--- src/rtl/multiplexer.sv ---
// Registered 4:1 direction multiplexer with one-hot route report and output valid.
// Optional MULTIPLEXER_SYNC_INPUTS_EN adds 2-flop input synchronizers (latency 3).
module multiplexer #(
    parameter logic RESET_OUT = 1'b0
) (
    input  logic       clk,
    input  logic       rst,
    input  logic       select0,
    input  logic       select1,
    input  logic       up,
    input  logic       right,
    input  logic       down,
    input  logic       left,
    output logic       out,
    output logic [3:0] sel_onehot,
    output logic       out_valid
);

    function automatic logic [3:0] onehot_of(input logic [1:0] sel);
        return 4'b0001 << sel;
    endfunction

    function automatic logic route(input logic [1:0] sel, input logic [3:0] dir);
        return dir[sel];
    endfunction

    logic [1:0] mux_sel;
    logic [3:0] mux_dir;
    logic       mux_vld;

`ifdef MULTIPLEXER_SYNC_INPUTS_EN
    // Select and data are synchronized as one bundle so every sample reaching
    // the mux register carries a select and data taken at the same edge.
    logic [5:0] sync_p0;
    logic [5:0] sync_p1;
    logic       vld_p0;
    logic       vld_p1;

    always_ff @(posedge clk) begin
        if (rst) begin
            sync_p0 <= '0;
            sync_p1 <= '0;
            vld_p0  <= 1'b0;
            vld_p1  <= 1'b0;
        end else begin
            sync_p0 <= {select1, select0, left, down, right, up};
            sync_p1 <= sync_p0;
            vld_p0  <= 1'b1;
            vld_p1  <= vld_p0;
        end
    end

    assign mux_sel = sync_p1[5:4];
    assign mux_dir = sync_p1[3:0];
    assign mux_vld = vld_p1;
`else
    assign mux_sel = {select1, select0};
    assign mux_dir = {left, down, right, up};
    assign mux_vld = 1'b1;
`endif

    // Output register stage
    always_ff @(posedge clk) begin
        if (rst) begin
            out        <= RESET_OUT;
            sel_onehot <= 4'b0000;
            out_valid  <= 1'b0;
        end else begin
            out        <= route(mux_sel, mux_dir);
            sel_onehot <= onehot_of(mux_sel);
            out_valid  <= mux_vld;
        end
    end

endmodule

--- config.mk ---
export PLATFORM = sky130hd
export DESIGN_NAME = multiplexer
export DESIGN_NICKNAME = d
export VERILOG_FILES = /design/src/rtl/multiplexer.sv
export SDC_FILE = /design/constraint.sdc
export NUM_CORES = 1
export LEC_CHECK = 0
export ABC_AREA = 0
export CAP_MARGIN = 20
export CORE_AREA = 10 10 47 49
export DETAILED_ROUTE_END_ITERATION = 10
export DIE_AREA = 0 0 57 59
export PLACE_DENSITY = 0.51
export SLEW_MARGIN = 20
export SYNTH_ARGS = -nofsm -noshare
export SYNTH_HDL_FRONTEND = slang
export SYNTH_SLANG_ARGS = --single-unit
--- constraint.sdc ---
create_clock -name clk -period 1.1 [get_ports clk]
set_input_delay 0.22 -clock clk [delete_from_list [all_inputs] [get_ports clk]]
set_output_delay 0.22 -clock clk [all_outputs]
set_load 0.1 [all_outputs]
# [Yosys cells after proc, flatten, opt, wreduce, memory -nomap -nowiden]
# Index checks and enable logic that the tools add are counted.
[totals] elab_cells=8 register_bits=6 input_bits=8 output_inout_bits=6
[classes] n_lt_le_gt_ge=1 shifts=1 mux=3
[ops] cell="1-bit by 2-bit << shifter with 4-bit output, first input constant" n=1
[ops] cell="2-bit by 3-bit less-than comparator with 1-bit output, second input constant" n=1
[ops] cell="1-bit binary-select mux with 2-bit select" n=1
[ops] cell="1-bit 2-to-1 mux" n=2

# [Longest topological paths before layout]
[logic_depth] depth_word=2 depth_mapped=2 depth_no_buf=2

# [Worst setup path before layout]
# Ideal clock, no wire load.
[synth_path] path_type="register -> output" start="reg out" end="out out" path_slack_ns=-0.029 t_arrival_ns=0.909 t_required_ns=0.880 path_stages_with_launch=1 path_buffers=0 cell_sequence="dfxtp_1"
[synth_lines] element="start, declared" line_no="14" source="output logic out,"
[synth_lines] element="start signal, assigned" line_no="69" source="out <= route(mux_sel, mux_dir);"
# No word-level cell between the ends.

# [Worst setup path in the final report]
[layout_path] start="in down" end="reg out"
[layout_between] elab_chain_len=2
[layout_lines] element="start, declared" line_no="12" source="input logic down,"
[layout_lines] element="1-bit binary-select mux with 2-bit select" line_no="24" source="return dir[sel];"
[layout_lines] element="1-bit 2-to-1 mux (implied by the code)" line_no="24"
# No other way between the ends. The select of a mux whose other input is x is not followed.
# A chain may end at the register's enable or synchronous reset.

==> impl_metrics.toml <==
[sta]
hold_viol = 0
slew_viol_final = 0
fin_crit_ns = 1.096
relSlewSlack_pct = 89.32
worstMarginPinSlew_ns = 0.1598
finalCritPeriodShare_pct = 99.62
setup_viol = 0
setup_tns_ns = 0
fmax_mhz = 912.6
whs_ns = 0.4321

[die]
core_um2 = 1401
start_util_pct = 12.86
pin_count = 14
chipWidth_um = 57
dieArea_um2 = 3363
rows = 14
die_height_um = 59

[synthesis]
yosysSeqAreaShare_pct = 66.67
synth_fp_nets = 21
ys_ff_latch = 6
synth_warnings = 0
netlist_instances = 13
netlist_area_um2 = 180.2
avgSynthCellArea_um2 = 13.86
ys_types = 7

[drt]
first_iter_violations = 0
via_count = 172
wirelength_um = 537
via_per_inst = 3.583
drcViolationCount = 0
drt-wirelength-per-cell_um = 11.19
drt-pass1-iter-count = 1
ant_nets = 0

[global_routing]
first_global_vias = 208
track_usage_pct = 3.541
grt_pass1_wl_um = 814
antenna_found_initial = 0
grt-ovfl-total = 0
grt_max_degree = 5

[min_path]
min_to = "sel_onehot[2]$_SDFF_PP0_"
hp-start = "select0"
holdPathStages = 3
hold_path.class = "input pin to register"

[clock_tree]
clkTransAtPathRegs_ns = 0.04
cts_tree = "built"
htree_levels = 1
cts_buffer_depth = 2
cts.sinks = 6
cts_inserted_buffers = 3
cts_setup_buffers = 0
clockRootBuffer = "clkbuf_4"
cts_hold_buf = 0

[worst_setup_path]
critPathBufInv = 1
crit_slowest_cell = "mux4_2"
worstPathArrival_ns = 1.22
path_cells = "clkdlybuf4s50_1 -> mux4_2 -> and2_4"
worstPathRequired_ns = 1.23
path_delay_family = "multiplexers"
worstSetupPathType = "input pin to register"
crit_fanout = 1
end_kind = "register"
cp-start-kind = "input pin"
critPathMaxStageDelay_ns = 0.46

[placed_design]
gp_congestion = 0.7619
portBuffers = 13

[job]
max_cap_violations = 0

[finish]
fin_nets = 42
nFillCells = 154
ff_latch_area_um2 = 127.6
drive_gt1_share_pct = 65.63
final_cell_mix = "dfxtp_2 (6), buf_12 (6), clkdlybuf4s50_1 (5)"
antenna_cells = 0
multi_input_area_um2 = 58.81
syn_to_final_growth_pct = 145.8

[pwr]
p_per_area_nw_per_um2 = 1368
peakVddDrop_mv = 0.3356
p_leak_nw = 0.1866

[status]
status = "complete, no violations"
==> cell families after synthesis <==
logic type	share of synthesized area (%)
DFF	66.67
and+or+nand+nor	18.75
muxes	12.50
buffers and inverters	2.081
==> sequential cells by signal (all words and copies together) (netlist names) <==
name,count
sel_onehot,4
out,1
out_valid,1
==> power by group <==
group | internal [mW] | total, mW | leakage, nW | switching [mW]
Combinational | 0.0786 | 0.175 | 0.121 | 0.0969
Clock | 0.123 | 0.190 | 0.0138 | 0.0679
Sequential | 0.232 | 0.240 | 0.0515 | 0.00840
Total | 0.433 | 0.606 | 0.187 | 0.173
==> area by class of cell <==
| cell class | instances | area share, % |
|---|---|---|
| multi-input combinational | 6 | 13.28 |
| timing repair buffer | 16 | 47.46 |
| sequential | 6 | 28.81 |
| tap | 16 | 4.520 |
| clock buffer | 3 | 5.085 |
| inverter | 1 | 0.8475 |
==> metal layers <==
layer,GRT usage [%],routed length [um],share of wire (%)
met1,3.081,232,43
met2,3.721,209,39
met3,4.292,94,18
met4,4.027,0,0
met5,0,0,0
==> how the worst max path moves through the flow <==
stage / startpoint / slack, ns / cells after the start / to
6_report: down / 0.004 / 3 / out$_SDFF_PP0_
5_1_grt: down / -0.008 / 3 / out$_SDFF_PP0_
3_3_place_gp: select0 / -0.38 / 3 / out$_SDFF_PP0_
2_1_floorplan: select0 / 0.16 / 2 / out$_SDFF_PP0_
4_1_cts: down / 0.02 / 3 / out$_SDFF_PP0_
3_5_place_dp: select0 / -0.42 / 3 / out$_SDFF_PP0_
==> repair_timing <==
action,4_1_cts,5_1_grt
resized for setup,2,1
cloned,0,0
setup endpoints to repair,1,1
pin swaps,1,0
==> cells in the mapped netlist, drive strengths merged <==
cell   instances  area (um2)
and2           1       6.260
nor3b          2       15.01
inv            1       3.750
nor3           1       5.000
dfxtp          6       120.1
and3           1       7.510
mux4           1       22.52
==> tightest hold or removal path, delay by kind of cell <==
kind | cells | cell delay (ns)
simple gates | 1 | 0.04
buf+inv | 2 | 0.37
==> through the flow <==
stage / instances / setup slack, ns / util (%) / instance area, um2 / power (mW)
finish: 48 / 0.004210 / 31.61 / 442.9 / 0.6061
global route: 48 / -0.007948 / 31.61 / 442.9 / 0.6373
CTS: 48 / 0.01647 / 31.43 / 440.4 / 0.6181
detailed placement: 45 / -0.4169 / 30.00 / 420.4 / 0.4207
global placement: 45 / -0.3796 / 30.00 / 420.4 / 0.4182
floorplan: 13 / 0.1556 / - / 187.7 / 0.3302
(Power assumes the default switching activity.)
